===== config.mk =====
export PLATFORM = sky130hd
export DESIGN_NAME = carbonio_irq_sched_flat
export DESIGN_NICKNAME = d
export VERILOG_FILES = /design/src/rtl/carbonio_irq_sched_if.sv /design/src/rtl/carbonio_irq_sched.sv /design/src/flat_wrapper.sv
export SDC_FILE = /design/constraint.sdc
export NUM_CORES = 1
export LEC_CHECK = 0
export ABC_AREA = 0
export BUFFER_PORTS_ARGS = -buffer_cell sky130_fd_sc_hd__clkbuf_2
export CAP_MARGIN = 20
export CORE_MARGIN = 1
export CORE_UTILIZATION = 60
export DETAILED_ROUTE_END_ITERATION = 7
export GPL_ROUTABILITY_DRIVEN = 0
export PLACE_DENSITY_LB_ADDON = 0.12
export SLEW_MARGIN = 30
export SYNTH_ARGS = -nofsm -noshare
export SYNTH_HDL_FRONTEND = slang
export SYNTH_SLANG_ARGS = --single-unit

===== constraint.sdc =====
create_clock -name clk -period 13.1 [get_ports clk]
set_input_delay 3.275 -clock clk [delete_from_list [all_inputs] [get_ports clk]]
set_output_delay 3.275 -clock clk [all_outputs]
set_load 0.01 [all_outputs]

===== src/rtl/carbonio_irq_sched_if.sv =====
// Purpose : bundles the scheduler's source, config, CPU and router signals.
// Latency : n/a (signal bundle only).
// Backpressure: none; irq_valid is held until irq_ack or withdrawal.
// Ports   : master = environment side (router, CPU, config); slave = scheduler side.
interface carbonio_irq_sched_if #(
  parameter int N_SOURCES = 8,
  parameter int PRIO_W    = 2
);
  localparam int VEC_W = $clog2(N_SOURCES);

  logic [N_SOURCES-1:0] pending;
  logic [N_SOURCES-1:0] enable;
  logic                 cfg_we;
  logic [VEC_W-1:0]     cfg_idx;
  logic [PRIO_W-1:0]    cfg_prio;
  logic                 irq_valid;
  logic [VEC_W-1:0]     irq_vector;
  logic [PRIO_W-1:0]    irq_prio;
  logic                 irq_ack;
  logic                 eoi;
  logic                 clr_valid;
  logic [VEC_W-1:0]     clr_vector;
  logic                 in_service;
  logic [7:0]           spurious_cnt;

  modport master (
    output pending, enable, cfg_we, cfg_idx, cfg_prio, irq_ack, eoi,
    input  irq_valid, irq_vector, irq_prio, clr_valid, clr_vector,
           in_service, spurious_cnt
  );

  modport slave (
    input  pending, enable, cfg_we, cfg_idx, cfg_prio, irq_ack, eoi,
    output irq_valid, irq_vector, irq_prio, clr_valid, clr_vector,
           in_service, spurious_cnt
  );
endinterface


===== src/rtl/carbonio_irq_sched.sv =====
// Purpose : priority + round-robin interrupt scheduler with present/ack/eoi handshake.
// Latency : irq_valid rises one cycle after a candidate is visible in IDLE.
// Backpressure: a presented interrupt is held frozen until acked or withdrawn.
// Ports   : clk, rst_n (async active-low); bus (slave modport) carries pending/enable,
//           priority-table writes, CPU irq/ack/eoi, router clear pulse, spurious count.
module carbonio_irq_sched #(
  parameter int N_SOURCES = 8,
  parameter int PRIO_W    = 2
) (
  input logic                  clk,
  input logic                  rst_n,
  carbonio_irq_sched_if.slave  bus
);
  localparam int VEC_W = $clog2(N_SOURCES);
  localparam int SW    = VEC_W + 1;
  localparam logic [VEC_W:0]   N_L  = SW'(N_SOURCES);
  localparam logic [VEC_W-1:0] LAST = VEC_W'(N_SOURCES - 1);

  typedef enum logic [1:0] {IDLE, PRESENT, SERVICE} state_t;

  state_t               state;
  logic [PRIO_W-1:0]    prio_tbl [N_SOURCES];
  logic [VEC_W-1:0]     rr_ptr;
  logic                 irq_valid_q;
  logic [VEC_W-1:0]     irq_vector_q;
  logic [PRIO_W-1:0]    irq_prio_q;
  logic                 clr_valid_q;
  logic [VEC_W-1:0]     clr_vector_q;
  logic                 in_service_q;
  logic [7:0]           spur_q;

  logic [N_SOURCES-1:0] cand;
  logic                 any_cand;
  logic [VEC_W-1:0]     win;
  logic [PRIO_W-1:0]    win_prio;
  logic [VEC_W:0]       scan_sum;
  logic [VEC_W-1:0]     scan_idx;
  logic                 ack_spur;
  logic                 eoi_spur;
  logic [8:0]           spur_sum;
  logic [7:0]           spur_next;

  assign cand = bus.pending & bus.enable;

  // Walk the sources in round-robin order starting at rr_ptr; only a strictly
  // higher priority displaces the current pick, so among equal top priorities
  // the first one reached from rr_ptr wins.
  always_comb begin
    any_cand = 1'b0;
    win      = '0;
    win_prio = '0;
    scan_sum = '0;
    scan_idx = '0;
    for (int off = 0; off < N_SOURCES; off++) begin
      scan_sum = {1'b0, rr_ptr} + SW'(off);
      if (scan_sum >= N_L) scan_sum = scan_sum - N_L;
      scan_idx = scan_sum[VEC_W-1:0];
      if (cand[scan_idx] && (!any_cand || (prio_tbl[scan_idx] > win_prio))) begin
        any_cand = 1'b1;
        win      = scan_idx;
        win_prio = prio_tbl[scan_idx];
      end
    end
  end

  // Each ignored pulse counts separately, so an ack and an eoi that are both
  // out of place in the same cycle add two.
  assign ack_spur  = bus.irq_ack && (state != PRESENT);
  assign eoi_spur  = bus.eoi && (state != SERVICE);
  assign spur_sum  = {1'b0, spur_q} + 9'(ack_spur) + 9'(eoi_spur);
  assign spur_next = spur_sum[8] ? 8'hFF : spur_sum[7:0];

  always_ff @(posedge clk or negedge rst_n) begin
    if (!rst_n) begin
      for (int i = 0; i < N_SOURCES; i++) prio_tbl[i] <= '0;
    end else if (bus.cfg_we && ({1'b0, bus.cfg_idx} < N_L)) begin
      prio_tbl[bus.cfg_idx] <= bus.cfg_prio;
    end
  end

  always_ff @(posedge clk or negedge rst_n) begin
    if (!rst_n) begin
      state        <= IDLE;
      rr_ptr       <= '0;
      irq_valid_q  <= 1'b0;
      irq_vector_q <= '0;
      irq_prio_q   <= '0;
      clr_valid_q  <= 1'b0;
      clr_vector_q <= '0;
      in_service_q <= 1'b0;
      spur_q       <= '0;
    end else begin
      clr_valid_q <= 1'b0;
      spur_q      <= spur_next;
      case (state)
        IDLE: begin
          if (any_cand) begin
            state        <= PRESENT;
            irq_valid_q  <= 1'b1;
            irq_vector_q <= win;
            irq_prio_q   <= win_prio;
          end
        end
        PRESENT: begin
          // Ack takes precedence over a simultaneous withdrawal.
          if (bus.irq_ack) begin
            state        <= SERVICE;
            irq_valid_q  <= 1'b0;
            clr_valid_q  <= 1'b1;
            clr_vector_q <= irq_vector_q;
            in_service_q <= 1'b1;
            rr_ptr       <= (irq_vector_q == LAST) ? '0 : irq_vector_q + 1'b1;
          end else if (!cand[irq_vector_q]) begin
            state       <= IDLE;
            irq_valid_q <= 1'b0;
          end
        end
        SERVICE: begin
          if (bus.eoi) begin
            state        <= IDLE;
            in_service_q <= 1'b0;
          end
        end
        default: begin
          state        <= IDLE;
          irq_valid_q  <= 1'b0;
          in_service_q <= 1'b0;
        end
      endcase
    end
  end

  assign bus.irq_valid    = irq_valid_q;
  assign bus.irq_vector   = irq_vector_q;
  assign bus.irq_prio     = irq_prio_q;
  assign bus.clr_valid    = clr_valid_q;
  assign bus.clr_vector   = clr_vector_q;
  assign bus.in_service   = in_service_q;
  assign bus.spurious_cnt = spur_q;
endmodule


===== src/flat_wrapper.sv =====
// flat-port wrapper written by rule: the top's interface ports become plain ports
module carbonio_irq_sched_flat 
#(
  parameter int N_SOURCES = 8,
  parameter int PRIO_W    = 2
)
  (clk, rst_n, bus_pending, bus_enable, bus_cfg_we, bus_cfg_idx, bus_cfg_prio, bus_irq_ack, bus_eoi, bus_irq_valid, bus_irq_vector, bus_irq_prio, bus_clr_valid, bus_clr_vector, bus_in_service, bus_spurious_cnt);
  carbonio_irq_sched_if #(.N_SOURCES(N_SOURCES), .PRIO_W(PRIO_W)) bus_i ();
  input logic clk;
  input logic rst_n;
  input wire logic [$bits(bus_i.pending)-1:0] bus_pending;
  input wire logic [$bits(bus_i.enable)-1:0] bus_enable;
  input wire logic [$bits(bus_i.cfg_we)-1:0] bus_cfg_we;
  input wire logic [$bits(bus_i.cfg_idx)-1:0] bus_cfg_idx;
  input wire logic [$bits(bus_i.cfg_prio)-1:0] bus_cfg_prio;
  input wire logic [$bits(bus_i.irq_ack)-1:0] bus_irq_ack;
  input wire logic [$bits(bus_i.eoi)-1:0] bus_eoi;
  output wire logic [$bits(bus_i.irq_valid)-1:0] bus_irq_valid;
  output wire logic [$bits(bus_i.irq_vector)-1:0] bus_irq_vector;
  output wire logic [$bits(bus_i.irq_prio)-1:0] bus_irq_prio;
  output wire logic [$bits(bus_i.clr_valid)-1:0] bus_clr_valid;
  output wire logic [$bits(bus_i.clr_vector)-1:0] bus_clr_vector;
  output wire logic [$bits(bus_i.in_service)-1:0] bus_in_service;
  output wire logic [$bits(bus_i.spurious_cnt)-1:0] bus_spurious_cnt;
  assign bus_i.pending = bus_pending;
  assign bus_i.enable = bus_enable;
  assign bus_i.cfg_we = bus_cfg_we;
  assign bus_i.cfg_idx = bus_cfg_idx;
  assign bus_i.cfg_prio = bus_cfg_prio;
  assign bus_i.irq_ack = bus_irq_ack;
  assign bus_i.eoi = bus_eoi;
  assign bus_irq_valid = bus_i.irq_valid;
  assign bus_irq_vector = bus_i.irq_vector;
  assign bus_irq_prio = bus_i.irq_prio;
  assign bus_clr_valid = bus_i.clr_valid;
  assign bus_clr_vector = bus_i.clr_vector;
  assign bus_in_service = bus_i.in_service;
  assign bus_spurious_cnt = bus_i.spurious_cnt;
  carbonio_irq_sched #(.N_SOURCES(N_SOURCES), .PRIO_W(PRIO_W)) u_core (.clk(clk), .rst_n(rst_n), .bus(bus_i));
endmodule

==> results of run 1 <==
-- sequential cells by signal, indices dropped and copies added, names as in the netlist --
name and count:
u_core.bus.in_service 1, u_core.bus.irq_vector 3, u_core.rr_ptr 3, u_core.bus.clr_valid 1
u_core.bus.spurious_cnt 8, u_core.bus.clr_vector 3, u_core.bus.irq_valid 1, u_core.state 2
u_core.bus.irq_prio 2, u_core.prio_tbl 16
-- final cells by class --
class                           instances  area (µm²)
Sequential cell                        40        1000
Timing Repair Buffer                   60         343
Clock inverter                          3        47.5
Fill cell                             487        1910
Inverter                               17        63.8
Clock buffer                            5        68.8
Multi-Input combinational cell        315        2820
Tap cell                               77        96.3
-- synthesized netlist by cell type (3+ instances only) --
library cell / n
a21o_1: 3
a21oi_1: 18
and2_1: 10
and3_1: 5
buf_2: 3
buf_4: 3
clkbuf_1: 3
dfrtp_1: 40
ha_1: 15
inv_1: 16
mux2_2: 31
mux2i_1: 11
mux4_2: 29
nand2_1: 36
nand2b_1: 7
nand3_1: 10
nand4_1: 3
nand4b_1: 3
nor2_1: 18
nor2b_1: 8
nor3_1: 7
nor3b_1: 3
o2111ai_1: 3
o211ai_1: 4
o21a_1: 3
o21ai_0: 20
o21ai_1: 4
o311a_1: 3
o31ai_1: 3
xor2_1: 3
-- per-stage QoR --
stage	utilization	area, µm²
finish	0.699	4440
global route	0.699	4440
CTS	0.691	4390
detailed placement	0.673	4270
global placement	0.673	4270
floorplan	-	3960
-- worst max-delay path by stage --
stage	cells after the start	end	slack, ps	from
global placement	50	u_core.bus.irq_vector[1]	560	bus_pending[7]
detailed placement	52	u_core.bus.irq_vector[1]	180	bus_pending[7]
CTS	51	u_core.bus.irq_vector[1]	480	bus_pending[3]
floorplan	48	u_core.bus.irq_vector[0]	450	bus_pending[7]
global route	52	u_core.bus.irq_vector[1]	-3	bus_pending[5]
finish	51	u_core.bus.irq_vector[1]	610	bus_pending[5]
-- cells in the final DEF (no fill, tap or decap), types with 7 or more instances in the layout --
cell,n
a21oi_1,18
and2_1,9
buf_4,16
clkbuf_2,43
dfrtp_1,40
ha_1,15
inv_1,16
mux2_2,31
mux2i_1,11
mux4_2,29
nand2_1,36
nand2b_1,7
nand3_1,10
nor2_1,18
nor2b_1,8
nor3_1,7
o21ai_0,16
o21ai_1,8
-- worst max-delay path: cells and delay by family --
family / cells / cell delay, ps
AOI/OAI and AO/OA: 20 / 3050
adders and majority gates: 7 / 1830
buffers and inverters: 5 / 340
muxes: 6 / 1730
and+or+nand+nor: 13 / 2480
-- layer usage --
| layer | GRT usage | vias up | share of wire |
|---|---|---|---|
| met5 | 0 | - | 0 |
| met4 | 0.129 | 0 | 0.038 |
| met3 | 0.0477 | 48 | 0.063 |
| met2 | 0.516 | 175 | 0.50 |
| met1 | 0.383 | 1687 | 0.40 |
| li1 | - | 1601 | - |
-- kinds of logic after synthesis --
| logic type | after synthesis | synth area share |
|---|---|---|
| flops | 40 | 0.253 |
| mux | 75 | 0.299 |
| xor+xnor | 5 | 0.0148 |
| compound gates | 94 | 0.170 |
| fa+ha+maj | 16 | 0.0524 |
| buf+inv | 30 | 0.0410 |
| simple gates | 125 | 0.170 |
-- timing repair --
action | in CTS | in global routing
hold endpoints to repair | 0 | 0
setup endpoints to repair | 0 | 4
resized for setup | 0 | 7
setup buffers | 0 | 4
==> metrics, run 1 <==
Via Count=3,511; Hold-fix buffers, CTS=0; Post-synth EDFFs=0; Residual DRC=0; R2R setup slack=between 1500 and 2000 ps; hpwl dp=7.84 mm; cell count after placement=505; synthesized area per cell=10.3 µm²; Initial Util=0.624; area leader, netlist=dfrtp_1; most frequent cell on the critical path=ha_1; latest clock arrival within the worst-skew pair=300 ps; TritonRoute pass-1 iters=5; WP data arrival=~13,000 ps; worst hold path class=flop to flop; Worst R2R Path Depth=50; Syn Nets=427; sequential area share after synthesis=0.253; Final Max Tran Viols=0; I/O pin count=45; setup ws final=around 610 ps; Die W=83.3 µm; gate count of the mapped netlist=385; layout cells sized above 1=0.348; Max-Cap Viols=0; clk sinks=40; # rows=29; Max-Slew Margin vs Limit=0.375; Final Non-Filler Cells=517; largest net degree at the start of global routing=41; r2r endpoint=u_core.bus.irq_vector[1]; worst path required time=13,320 ps; H-tree levels=2; synth warn=0; worst r2r src=u_core.rr_ptr[1]; gr ovfl total=0; Worst Hold Depth=1; Final Setup Violations=0; final antenna-violating net count=0; clock root buffer=clkbuf_8; Clock Skews=7.66 ps; Fin. Hold Viols=0; CTS Buf Count=5; Yosys top cell area share=0.253; Placement Setup Slack=182 ps; share of async-settable or async-resettable flops after synthesis=1.00; CP Max Fanout=6; Setup CP Type=primary input to flop; Yosys cell types=between 70 and 80; CP max stage cell=or4_1; Worst Hold End=u_core.bus.clr_vector[0]; die area=a little under 0.007 mm²; Longest Clk Path Bufs=2; status=complete, no violations; hold wc startpoint=u_core.bus.clr_vector[0]; Synth area leaders=dfrtp_1 25%, mux4_2 16%, mux2_2 8.8%; 1st-iter DRT viols=~320; mapped cell area=0.00396 mm²; wire per inst=19.5 µm; synthesis-to-finish area growth=12.0%; min Tclk post-route=12,490 ps; core area=0.00635 mm²; Synth Flop Type=dfrtp_1; Worst path max stage delay=580 ps; post-DR vias/cell=6.79; final setup TNS=0 ps; CTS clk-pin slew, worst paths=approximately 90 ps; first-pass GRT wire length=~16 mm; Yosys reg bits=40; Least-Margin Pin Slew=938 ps; DIE HEIGHT=83.3 µm; crit path launch type=primary input; ant diodes=0; number of global-route vias before repair=3,420; CTS tree=yes; Tcrit/Tclk final=0.953; CP endpoint kind=flop; Max Fclk=0.0801 GHz; hold slack=512 ps; I/O Buffers=44; initial antenna violation count=0; overall routing resource usage=0.303; Nets=481; Routed WL=10.1 mm
Power of run 1 is left out: the tool's default activity adds up to more than one toggle a clock period on the data nets, which glitch-free logic cannot reach.
==> inputs of run 2 (changes only) <==
--- a/config.mk
+++ b/config.mk
@@ -13,6 +13,7 @@
 export DETAILED_ROUTE_END_ITERATION = 7
 export GPL_ROUTABILITY_DRIVEN = 0
 export PLACE_DENSITY_LB_ADDON = 0.12
+export RECOVER_POWER = 25
 export SLEW_MARGIN = 30
 export SYNTH_ARGS = -nofsm -noshare
 export SYNTH_HDL_FRONTEND = slang
==> run 2 against run 1 <==
Compared with the run above: the run now ends with max-capacitance violations, max-slew violations left; sequential share of layout area barely moved; clock skew barely moved; fmax barely moved; non-clock buffer count did not move; worst setup slack got worse by 1.7 ps; final cell count did not move; via count fell by 0.57%; register-to-register slack barely moved; flip-flop and latch count did not move; die area did not move; routed wire length barely moved; worst hold slack got worse by 1.2 ps; highest routed layer unchanged.
==> metrics, run 2 (same netlist as run 1, synthesis figures left out) <==
CTS Buf Count=5 (unchanged); failing checks=max-capacitance violations, max-slew violations; CP Max Fanout=6 (unchanged); die area=0.00694 mm² (unchanged); ant diodes=0 (unchanged); H-tree levels=2 (unchanged); status=finished with violations (was complete, no violations); core area=0.00635 mm² (unchanged); TritonRoute pass-1 iters=5 (unchanged); CTS clk-pin slew, worst paths=90 ps (about the same); synthesis-to-finish area growth=11.8% (was 12.0%); I/O pin count=45 (unchanged); R2R setup slack=1520 ps (about the same); layout cells sized above 1=0.343 (was 0.348); gr ovfl total=0 (unchanged); initial antenna violation count=0 (unchanged); CTS tree=yes (unchanged); most frequent cell on the critical path=ha_1 (unchanged); post-route cell area=0.00443 mm² (was 0.00444 mm²); Least-Margin Pin Slew=2170 ps (was 938 ps); Fin. Hold Viols=0 (unchanged); post-place instance area=0.00427 mm² (unchanged); Max-Slew Margin vs Limit=-0.446 (was 0.375); Filler Cell Count=490 (was 487); I/O Buffers=44 (unchanged); clock root buffer=clkbuf_8 (unchanged); WP data arrival=12,710 ps (about the same); Via Count=3,491 (was 3,511); Critical Path Start=bus_pending[5] (unchanged); final antenna-violating net count=0 (unchanged); overall routing resource usage=0.303 (unchanged); Critical Path End=u_core.bus.irq_vector[1] (unchanged); Routed WL=10.1 mm (about the same); Final Non-Filler Cells=517 (unchanged); hpwl dp=7.84 mm (unchanged); worst path required time=13,320 ps (about the same); Die W=83.3 µm (unchanged); DIE HEIGHT=83.3 µm (unchanged); largest net degree at the start of global routing=41 (unchanged); Worst R2R Path Depth=50 (unchanged); Setup CP Type=primary input to flop (unchanged); Nets=481 (unchanged); max FFs per register=16 (unchanged); number of global-route vias before repair=3,420 (unchanged); most common cell after layout, fill and taps aside=clkbuf_2 (unchanged); clk sinks=40 (unchanged); first-pass GRT wire length=16.5 mm (unchanged); Tcrit/Tclk final=0.953 (about the same); Top reg by flops=u_core.prio_tbl (unchanged); # rows=29 (unchanged); min Tclk post-route=12,490 ps (about the same); worst hold path class=flop to flop (unchanged); Residual DRC=0 (unchanged); Final Util=0.698 (was 0.699); Worst Hold Depth=1 (unchanged); CP max stage cell=or4_1 (unchanged); wire per inst=19.5 µm (about the same); Worst path max stage delay=580 ps (about the same); CP endpoint kind=flop (unchanged); Initial Util=0.624 (unchanged); Max-Cap Viols=1 (was 0); 1st-iter DRT viols=331 (was 323); post-DR vias/cell=6.75 (was 6.79); Final Max Tran Viols=41 (was 0); Longest Clk Path Bufs=2 (unchanged); crit path launch type=primary input (unchanged); final setup TNS=0 ps (unchanged); Final Setup Violations=0 (unchanged); r2r endpoint=u_core.bus.irq_vector[1] (unchanged); cell count after placement=505 (unchanged); most frequent cells in the layout=42 x clkbuf_2, 40 x dfrtp_1, 36 x nand2_1 (was 43 x clkbuf_2, 40 x dfrtp_1, 36 x nand2_1); Max Fclk=0.0801 GHz (about the same); latest clock arrival within the worst-skew pair=300 ps (about the same); worst r2r src=u_core.rr_ptr[1] (unchanged); Clock Skews=7.27 ps (was 7.66 ps)
[run 2: how the worst min path moves through the flow]
stage                                  start                       end  slack (ps)
floorplan                    u_core.state[1]     u_core.bus.in_service         480
global placement    u_core.bus.clr_vector[0]  u_core.bus.clr_vector[0]         490
detailed placement  u_core.bus.clr_vector[0]  u_core.bus.clr_vector[0]         490
CTS                 u_core.bus.clr_vector[0]  u_core.bus.clr_vector[0]         510
global route        u_core.bus.clr_vector[0]  u_core.bus.clr_vector[0]         540
finish              u_core.bus.clr_vector[0]  u_core.bus.clr_vector[0]         510
[run 2: repair_timing]
action | 4_1_cts | 5_1_grt
hold buffers | 0 | 0
gates resized for setup | 0 | 7
buffers inserted | 0 | 4
setup endpoints to repair | 0 | 4
[run 2: final cells by class]
class / count / area, µm² / share of cell area
timing repair buffer: 60 / 338 / 0.0762
inverter: 17 / 63.8 / 0.0144
sequential: 40 / 1000 / 0.226
clock buffer: 5 / 68.8 / 0.0155
multi-input combinational: 315 / 2820 / 0.636
clock inverter: 3 / 47.5 / 0.0107
tap: 77 / 96.3 / 0.0217
[run 2: stage by stage]
stage,setup slack [ps],hold slack [ps]
detailed placement,182,494
global placement,562,489
finish,613,511
global route,-2.78,539
floorplan,446,481
CTS,482,515
[run 2: critical path: cells and delay by family]
| family | cells | cell delay, ps |
|---|---|---|
| AOI/OAI and AO/OA | 20 | 3030 |
| and+or+nand+nor | 13 | 2490 |
| adders and majority gates | 7 | 1830 |
| muxes | 6 | 1730 |
| buffers and inverters | 5 | 340 |
[run 2: metal layers]
metal,GRT usage,part of all wire,vias up,wire length (µm)
met5,0,0,-,0
met4,0.129,0.036,0,361
met3,0.0477,0.061,44,615
met2,0.516,0.50,151,5050
met1,0.383,0.40,1693,4040
li1,-,-,1603,-
Power of run 2 is left out for the same reason.
==> inputs of run 3 (changes only) <==
--- a/config.mk
+++ b/config.mk
@@ -6,11 +6,11 @@
 export NUM_CORES = 1
 export LEC_CHECK = 0
 export ABC_AREA = 0
-export BUFFER_PORTS_ARGS = -buffer_cell sky130_fd_sc_hd__clkbuf_2
 export CAP_MARGIN = 20
 export CORE_MARGIN = 1
-export CORE_UTILIZATION = 60
+export CORE_UTILIZATION = 65
 export DETAILED_ROUTE_END_ITERATION = 7
+export DONT_BUFFER_PORTS = 1
 export GPL_ROUTABILITY_DRIVEN = 0
 export PLACE_DENSITY_LB_ADDON = 0.12
 export RECOVER_POWER = 25
==> run 3 against run 2 <==
Compared with the run above: the run now ends clean; fmax is 0.20% lower; first-iteration DRC count is 26% lower; via count is 6.6% lower; utilization is 1.6 points higher; worst hold slack better by 17 ps; largest cell class unchanged; highest routed layer unchanged.
==> metrics, run 3 (same netlist as run 1, synthesis figures left out) <==
most common cell after layout, fill and taps aside=dfrtp_1 (was clkbuf_2); Tcrit/Tclk final=0.955 (was 0.953); Initial Util=0.673 (was 0.624); Final Setup Violations=0 (unchanged); DR WL met3=440 µm (was 615 µm); Nets=431 (was 481); CTS tree=yes (unchanged); Worst Hold Depth=1 (unchanged); Worst R2R Path Depth=49 (was 50); I/O Buffers=0 (was 44); gr ovfl total=0 (unchanged); CP max stage cell=or4_4 (was or4_1); 1st-iter DRT viols=246 (was 331); worst r2r src=u_core.rr_ptr[1] (unchanged); Via Count=3,262 (was 3,491); most frequent cell on the critical path=ha_1 (unchanged); initial antenna violation count=0 (unchanged); setup ws final=588 ps (was 613 ps); CTS clk-pin slew, worst paths=100 ps (was 90 ps); final setup TNS=0 ps (unchanged); CP Max Fanout=6 (unchanged); Routed WL=9.60 mm (was 10.1 mm); Critical Path Start=bus_pending[5] (unchanged); Clock Skews=14.1 ps (was 7.27 ps); cell count after placement=453 (was 505); CTS Buf Count=5 (unchanged); DIE HEIGHT=80.1 µm (was 83.3 µm); Worst path max stage delay=550 ps (was 580 ps); Placement Setup Slack=-116 ps (was 182 ps); Fin. Hold Viols=0 (unchanged); post-route cell area=0.00420 mm² (was 0.00443 mm²); H-tree levels=2 (unchanged); largest net degree at the start of global routing=41 (unchanged); layout cells sized above 1=0.277 (was 0.343); Final Non-Filler Cells=465 (was 517); TritonRoute pass-1 iters=5 (unchanged); hold wc startpoint=u_core.state[1] (was u_core.bus.clr_vector[0]); r2r endpoint=u_core.bus.irq_vector[1] (unchanged); overall routing resource usage=0.316 (was 0.303); Die W=80.1 µm (was 83.3 µm); Critical Path End=u_core.bus.irq_vector[1] (unchanged); hpwl dp=7.51 mm (was 7.84 mm); wire per inst=20.7 µm (was 19.5 µm); core area=0.00589 mm² (was 0.00635 mm²); CP endpoint kind=flop (unchanged); clock root buffer=clkbuf_8 (unchanged); Residual DRC=0 (unchanged); Max-Slew Margin vs Limit=0.376 (was -0.446); Final Max Tran Viols=0 (was 41); post-DR vias/cell=7.02 (was 6.75); WP data arrival=12,760 ps (was 12,710 ps); Setup CP Type=primary input to flop (unchanged); RSZ-0062 raised after global routing=no; final antenna-violating net count=0 (unchanged); latest clock arrival within the worst-skew pair=320 ps (was 300 ps); worst hold path class=flop to flop (unchanged); met2 wire length=4.92 mm (was 5.05 mm); Least-Margin Pin Slew=937 ps (was 2170 ps); crit path launch type=primary input (unchanged); clk sinks=40 (unchanged); synthesis-to-finish area growth=6.03% (was 11.8%); # rows=28 (was 29); number of global-route vias before repair=3,078 (was 3,420); max FFs per register=16 (unchanged); M1 wire length=4.03 mm (was 4.04 mm); die area=0.00641 mm² (was 0.00694 mm²); highest layer used for signal routing=met4 (unchanged); Top reg by flops=u_core.prio_tbl (unchanged); worst path required time=13,340 ps (was 13,320 ps); min Tclk post-route=12,510 ps (was 12,490 ps); status=complete, no violations (was finished with violations); Max Fclk=0.0799 GHz (was 0.0801 GHz); ant diodes=0 (unchanged); most frequent cells in the layout=40 x dfrtp_1, 35 x nand2_1, 30 x mux2_2 (was 42 x clkbuf_2, 40 x dfrtp_1, 36 x nand2_1); Longest Clk Path Bufs=2 (unchanged); post-place instance area=0.00400 mm² (was 0.00427 mm²); I/O pin count=45 (unchanged); first-pass GRT wire length=14.9 mm (was 16.5 mm); R2R setup slack=1520 ps (about the same); Max-Cap Viols=0 (was 1)
## run 3: per-stage QoR
stage	util	hold slack, ps
finish	0.714	528
global route	0.714	555
CTS	0.700	532
detailed placement	0.680	504
global placement	0.680	498
floorplan	-	481
## run 3: layer usage
metal / vias to the layer above / global-route usage
met5: - / 0
met4: 0 / 0.121
met3: 18 / 0.0591
met2: 104 / 0.544
met1: 1644 / 0.392
li1: 1496 / -
## run 3: area by class of cell
type | count | area, µm²
clock buffers | 5 | 68.8
fillers | 440 | 1680
well taps | 75 | 93.8
repair buffers | 10 | 75.1
multi-input cells | 315 | 2850
inverters | 17 | 63.8
clock inverters | 3 | 46.3
flip-flops and latches | 40 | 1000
## run 3: worst max-delay path: cells and delay by family
family          cells  cell delay (ps)
compound gates     18             3100
mux                 6             1780
buf+inv             3              180
simple gates       14             2420
fa+ha+maj           7             2000
## run 3: worst min path at each step
stage                                       end  slack, ps
final                     u_core.bus.in_service        530
after detailed placement  u_core.bus.in_service        500
after global routing      u_core.bus.in_service        560
after CTS                 u_core.bus.in_service        530
after global placement    u_core.bus.in_service        500
after floorplan           u_core.bus.in_service        480
## run 3: what timing repair did
action	CTS	global route
endpoints found under the hold margin	0	0
setup buffers	0	4
hold buffers	0	0
gates resized for setup	0	16
setup endpoints to repair	0	5
Power of run 3 is left out for the same reason.
